## src/rtl/merge_output_writer.sv

```systemverilog
// Sink stage behind the merger tree root. It packs P-record beats into memory lines,
// queues them in a small line FIFO and writes them out as sequential line writes.
module merge_output_writer #(
    parameter int unsigned DATA_WIDTH = 32,
    parameter int unsigned P          = 4,
    parameter int unsigned LINE_WIDTH = 512,
    parameter int unsigned DEPTH      = 4,
    parameter int unsigned ADDR_WIDTH = 32
) (
    input  logic                  i_clk,
    input  logic                  i_rst_n,
    input  logic                  i_start,
    input  logic [ADDR_WIDTH-1:0] i_base_addr,
    input  logic [P*DATA_WIDTH-1:0] i_data,
    input  logic                  i_write,
    output logic                  o_ready,
    input  logic                  i_flush,
    output logic                  o_wr_valid,
    output logic [ADDR_WIDTH-1:0] o_wr_addr,
    output logic [LINE_WIDTH-1:0] o_wr_data,
    input  logic                  i_wr_ready,
    output logic                  o_done,
    output logic [31:0]           o_line_count,
    output logic                  o_overflow
);

    localparam int unsigned BEAT_W     = P * DATA_WIDTH;
    localparam int unsigned BEATS      = LINE_WIDTH / BEAT_W;
    localparam int unsigned LINE_BYTES = LINE_WIDTH / 8;
    localparam int unsigned IDX_W      = (BEATS > 1) ? $clog2(BEATS) : 1;
    localparam int unsigned PTR_W      = $clog2(DEPTH);
    localparam int unsigned CNT_W      = PTR_W + 1;

    localparam logic [IDX_W-1:0] LAST_IDX = IDX_W'(BEATS - 1);
    localparam logic [CNT_W-1:0] FULL_CNT = CNT_W'(DEPTH);

    localparam logic [2:0] ST_IDLE  = 3'd0;
    localparam logic [2:0] ST_RUN   = 3'd1;
    localparam logic [2:0] ST_PAD   = 3'd2;
    localparam logic [2:0] ST_DRAIN = 3'd3;
    localparam logic [2:0] ST_DONE  = 3'd4;

    logic [2:0]            state_q, state_d;
    logic [IDX_W-1:0]      idx_q, idx_d;
    logic [LINE_WIDTH-1:0] line_q, line_d;
    logic [LINE_WIDTH-1:0] mem_q [DEPTH];
    logic [LINE_WIDTH-1:0] mem_d [DEPTH];
    logic [PTR_W-1:0]      wr_ptr_q, wr_ptr_d;
    logic [PTR_W-1:0]      rd_ptr_q, rd_ptr_d;
    logic [CNT_W-1:0]      count_q, count_d;
    logic [ADDR_WIDTH-1:0] addr_q, addr_d;
    logic [31:0]           line_count_q, line_count_d;
    logic                  done_q, done_d;
    logic                  overflow_q, overflow_d;

    logic                  full, empty, ready, accept, pop, push, start_ok;
    logic [LINE_WIDTH-1:0] push_line, beat_line, pad_line;

    assign full     = (count_q == FULL_CNT);
    assign empty    = (count_q == '0);
    // Registers only: the root merger sees no combinational path from its own write.
    assign ready    = (state_q == ST_RUN) && !((idx_q == LAST_IDX) && full);
    assign accept   = i_write && ready;
    assign pop      = !empty && i_wr_ready;
    assign start_ok = i_start && ((state_q == ST_IDLE) || (state_q == ST_DONE));

    always_comb begin
        beat_line = line_q;
        beat_line[int'(idx_q) * BEAT_W +: BEAT_W] = i_data;
        pad_line = line_q;
        pad_line[int'(idx_q) * BEAT_W +: BEAT_W] = {BEAT_W{1'b1}};
    end

    always_comb begin
        state_d      = state_q;
        idx_d        = idx_q;
        line_d       = line_q;
        addr_d       = addr_q;
        line_count_d = line_count_q;
        done_d       = done_q;
        overflow_d   = overflow_q;
        push         = 1'b0;
        push_line    = beat_line;

        if (pop) begin
            addr_d       = addr_q + ADDR_WIDTH'(LINE_BYTES);
            line_count_d = line_count_q + 32'd1;
        end

        if (i_write && !ready) begin
            overflow_d = 1'b1;
        end

        unique case (state_q)
            ST_IDLE, ST_DONE: begin
                if (start_ok) begin
                    state_d      = ST_RUN;
                    addr_d       = i_base_addr;
                    line_count_d = '0;
                    done_d       = 1'b0;
                    overflow_d   = 1'b0;
                    idx_d        = '0;
                end
            end
            ST_RUN: begin
                if (accept) begin
                    line_d = beat_line;
                    if (idx_q == LAST_IDX) begin
                        push      = 1'b1;
                        push_line = beat_line;
                        idx_d     = '0;
                    end else begin
                        idx_d = idx_q + IDX_W'(1);
                    end
                end
                // Flush is judged on the index after this cycle's beat.
                if (i_flush) begin
                    state_d = (idx_d == '0) ? ST_DRAIN : ST_PAD;
                end
            end
            ST_PAD: begin
                if (idx_q != LAST_IDX) begin
                    line_d = pad_line;
                    idx_d  = idx_q + IDX_W'(1);
                end else if (!full) begin
                    push      = 1'b1;
                    push_line = pad_line;
                    line_d    = pad_line;
                    idx_d     = '0;
                    state_d   = ST_DRAIN;
                end
            end
            ST_DRAIN: begin
                if (empty) begin
                    state_d = ST_DONE;
                    done_d  = 1'b1;
                end
            end
            default: state_d = ST_IDLE;
        endcase
    end

    always_comb begin
        for (int i = 0; i < DEPTH; i++) begin
            mem_d[i] = mem_q[i];
        end
        if (push) begin
            mem_d[wr_ptr_q] = push_line;
        end
        wr_ptr_d = push ? wr_ptr_q + PTR_W'(1) : wr_ptr_q;
        rd_ptr_d = pop ? rd_ptr_q + PTR_W'(1) : rd_ptr_q;
        count_d  = count_q;
        if (push && !pop) begin
            count_d = count_q + CNT_W'(1);
        end else if (pop && !push) begin
            count_d = count_q - CNT_W'(1);
        end
    end

    always_ff @(posedge i_clk or negedge i_rst_n) begin
        if (!i_rst_n) begin
            state_q      <= ST_IDLE;
            idx_q        <= '0;
            line_q       <= '0;
            wr_ptr_q     <= '0;
            rd_ptr_q     <= '0;
            count_q      <= '0;
            addr_q       <= '0;
            line_count_q <= '0;
            done_q       <= 1'b0;
            overflow_q   <= 1'b0;
            for (int i = 0; i < DEPTH; i++) begin
                mem_q[i] <= '0;
            end
        end else begin
            state_q      <= state_d;
            idx_q        <= idx_d;
            line_q       <= line_d;
            wr_ptr_q     <= wr_ptr_d;
            rd_ptr_q     <= rd_ptr_d;
            count_q      <= count_d;
            addr_q       <= addr_d;
            line_count_q <= line_count_d;
            done_q       <= done_d;
            overflow_q   <= overflow_d;
            for (int i = 0; i < DEPTH; i++) begin
                mem_q[i] <= mem_d[i];
            end
        end
    end

    assign o_ready      = ready;
    assign o_wr_valid   = !empty;
    assign o_wr_addr    = addr_q;
    assign o_wr_data    = mem_q[rd_ptr_q];
    assign o_done       = done_q;
    assign o_line_count = line_count_q;
    assign o_overflow   = overflow_q;

endmodule
```

## config.mk

```make
export PLATFORM = sky130hd
export DESIGN_NAME = merge_output_writer
export DESIGN_NICKNAME = d
export VERILOG_FILES = /design/src/rtl/merge_output_writer.sv
export SDC_FILE = /design/constraint.sdc
export NUM_CORES = 2
export LEC_CHECK = 0
export CORE_MARGIN = 1
export CORE_UTILIZATION = 50
export CTS_CLUSTER_SIZE = 12
export DETAILED_ROUTE_END_ITERATION = 6
export PLACE_DENSITY = 0.76
export RECOVER_POWER = 100
export SYNTH_ARGS = -nofsm -noshare
export SYNTH_HDL_FRONTEND = slang
export SYNTH_SLANG_ARGS = --single-unit
```

## constraint.sdc

```tcl
create_clock -name i_clk -period 2.7 [get_ports i_clk]
set_input_delay 0.27 -clock i_clk [delete_from_list [all_inputs] [get_ports i_clk]]
set_output_delay 0.27 -clock i_clk [all_outputs]
set_load 0.01 [all_outputs]
```

==> run metrics <==
top post-synthesis cells by area dfrtp_1 (52%), mux2_4 (23%), mux4_2 (9.1%); Post-Synth XOR/XNOR Area 0.003515; Die Ht 506.1 um; CTS root buf clkbuf_16; Fill cells 17687; largest net degree at the start of global routing 143; Arr. time, crit path 2.95 ns; Slew Viols, Final 21; buffers added on ports 745; delay of the slowest critical-path stage 0.52 ns; GRT Overall Usage 0.2911; P&R area growth vs syn 20.61%; WP data required 2.43 ns; hold depth 3; Clock Skews 0.08369 ns; total clock sinks 2638; main combinational cell family by area after synthesis multiplexers; multiplexer share of the synthesized area 0.3292; Site Rows 184; Iter 0 DRT Violations 8754; Final Hold Viols 0; vias in the first global route 88403; Clock Pin Slew Worst Setup and Hold Paths 0.06 ns; endpoints failing setup 1126; Post-synth top cells dfrtp_1 (2638), mux2_4 (1920), nor2_1 (1066); placed cell count 12885; Hold Path End line_q[464]; R2R Path End mem_q[1422]; fraction of layout cells with a size suffix above 1 0.4199; CP endpoint kind primary output; leakage dissipation 76.48 nW; crit path max-delay cell type dfrtp_4; Final Instance Count excl. Fillers 13647; Syn Inst Count 8883; worst min-delay path class in -> reg; Clock Latency Late Sink 0.97 ns; ys flop type dfrtp_1; post-route ant nets 0; IO Pins 746; FF-to-FF path depth 8; DRT Pass-1 Iters 7; Critical Path, Cell by Cell buf_16, buf_4, buf_12, buf_16, buf_4, mux4_2, buf_6; critical path startpoint category flop; Util after Layout 0.6080; die area 256200 um2; Worst slew margin -0.8049; Post-Synth Adder-Cell Area 0.001339; simple-gate area share of the yosys netlist 0.05522; failing checks max-capacitance violations, max-slew violations, negative setup slack; Avg Synthesized Cell Area 14.31 um2; Reg-to-Reg Start idx_q[1]; compound-cell area share of the yosys netlist 0.05320; Tmin final 3.221 ns; total of max-cap violations 1; first-pass GRT wire length 571.9 mm; final worst-path cycle share 1.193; Synth Net Count 9062; status finished, violations left; pwr dens 1262 nW/um2; Distinct cells, synth 56; residual DRC count 0; antenna violations before repair 23; number of flops mapped to enable cells by yosys 0; total number of vias 84070; Fmax 310.5 MHz; Layout Nets 10278; critical path type reg -> out; average wire per standard cell 27.57 um; Final GP Congestion 0.8515; worst slew pin tran 2.707 ns; worst path buffer plus inverter count 6; Seq/Total Area, Yosys 0.5195; Synth top area share 0.5195; CP delay by family, top buffers and inverters; Final HPWL DP 242.4 mm; Yosys top cell by area dfrtp_1; most frequent cell after synthesis dfrtp_1; Via density 6.160; Num CTS Buffers 299; total power 0.1935 W; # H-tree levels 5; Hold Path Origin i_data[80]; CTS tree built; Crit Path Max Fanout 9; drt total wl 376.2 mm; peak supply drop 0.0008242 V; Initial Util 0.5041; slack of the worst reg-to-reg path -0.18 ns; remaining global-route overflow 0; CTS max path bufs 4; RSZ-0062 raised after global routing true; Async SR Flop Fraction 1.000; chip width 506.1 um; synthesized flop and latch total 2638; setup slack after layout -0.5208 ns; Core Footprint 252100 um2; Ys Warns 0; Netlist Area Pre-Place 127100 um2
sequential cells by signal, indices dropped and copies added, names as in the netlist:
| register | count |
|---|---|
| count_q | 3 |
| wr_ptr_q | 2 |
| mem_q | 2048 |
| state_q | 3 |
| o_overflow | 1 |
| o_line_count | 32 |
| o_wr_addr | 32 |
| o_done | 1 |
| line_q | 512 |
| rd_ptr_q | 2 |
| idx_q | 2 |
what timing repair did:
action | 4_1_cts | 5_1_grt
buffers inserted | 117 | 86
gates resized for setup | 1640 | 478
gates cloned | 29 | 4
hold buffers | 39 | 0
endpoints found under the setup margin | 623 | 1132
hold endpoints to repair | 1924 | 0
worst register-to-register path, cell delays in order (launching register included):
cell     delay (ns)
dfrtp_1        0.49
inv_1          0.18
ha_4           0.25
nor3_2         0.32
buf_12         0.30
buf_4          0.32
nand2_1        0.11
a31oi_1        0.58
mux2_4         0.27
where the power goes:
part	switching (W)	total, W	internal, W
combinational	0.0452	0.0910	0.0458
sequential	0.00900	0.0633	0.0543
clock	0.0163	0.0392	0.0229
total	0.0704	0.193	0.123
kinds of logic after synthesis:
| family | after synthesis |
|---|---|
| mux | 2563 |
| fa+ha+maj | 13 |
| simple gates | 1762 |
| buf+inv | 772 |
| flops | 2638 |
| xor+xnor | 51 |
| compound gates | 1084 |
layer usage:
metal / share of wire / track usage
met5: 0.00037 / 0
met4: 0.048 / 0.1301
met3: 0.088 / 0.06171
met2: 0.46 / 0.4486
met1: 0.40 / 0.3978
cell usage in the layout, fill, tap and decap left out, types with 19 or more instances in the layout:
cell type        netlist  routed
nand2_1              578     578
clkdlybuf4s50_1        0     233
dlygate4sd2_1          0      60
clkbuf_16              0     309
buf_12                 1     200
dlygate4sd3_1          0      38
nand3_1               23      23
clkbuf_1             282      82
buf_2                204      78
clkdlybuf4s15_2        0      20
mux4_2               512     512
mux2_2               131     131
nor2_1              1066    1064
buf_16                 0      39
xnor2_1               28      28
buf_8                  0      23
buf_6                213     249
nand4_1               19      19
clkbuf_2               0     128
buf_4                 17     564
a31oi_1             1027    1027
mux2_4              1920    1919
clkbuf_8               0      55
xor2_1                23      23
clkinv_2               0      26
o21ai_0               28      28
dlymetal6s2s_1         0      19
dfrtp_1             2638    2636
metrics by stage:
step | area [um2] | hold WS (ns) | setup TNS [ns] | setup WS (ns)
4_1_cts | 153000 | 0.001924 | -238.74 | -0.6199
5_1_grt | 153300 | 0.05092 | -295.08 | -0.5779
2_1_floorplan | 127100 | -0.02559 | 0 | 0.3873
6_report | 153300 | 0.06608 | -209.24 | -0.5208
3_5_place_dp | 141300 | 0.2871 | -0.8179 | -0.03413
3_3_place_gp | 141300 | 0.2884 | -0.1066 | -0.1013
worst max-delay path by stage:
stage,from,to,depth (start not counted)
global placement,i_write,count_q[2],10
floorplan,idx_q[0],count_q[2],10
finish,rd_ptr_q[0],o_wr_data[338],7
CTS,rd_ptr_q[0],o_wr_data[454],5
global route,rd_ptr_q[0],o_wr_data[309],7
detailed placement,idx_q[1],mem_q[910],8
cell type report:
class / instances / area (um2) / share of cell area
diodes: 14 / 35.03 / 0.0002286
clock buffers: 440 / 8680 / 0.05663
clock inverters: 47 / 495.5 / 0.003233
inverters: 15 / 56.30 / 0.0003674
multi-input cells: 5473 / 56330 / 0.3675
flip-flops and latches: 2638 / 66020 / 0.4308
well taps: 3348 / 4189 / 0.02733
repair buffers: 1672 / 17460 / 0.1139
(Power assumes the default switching activity.)
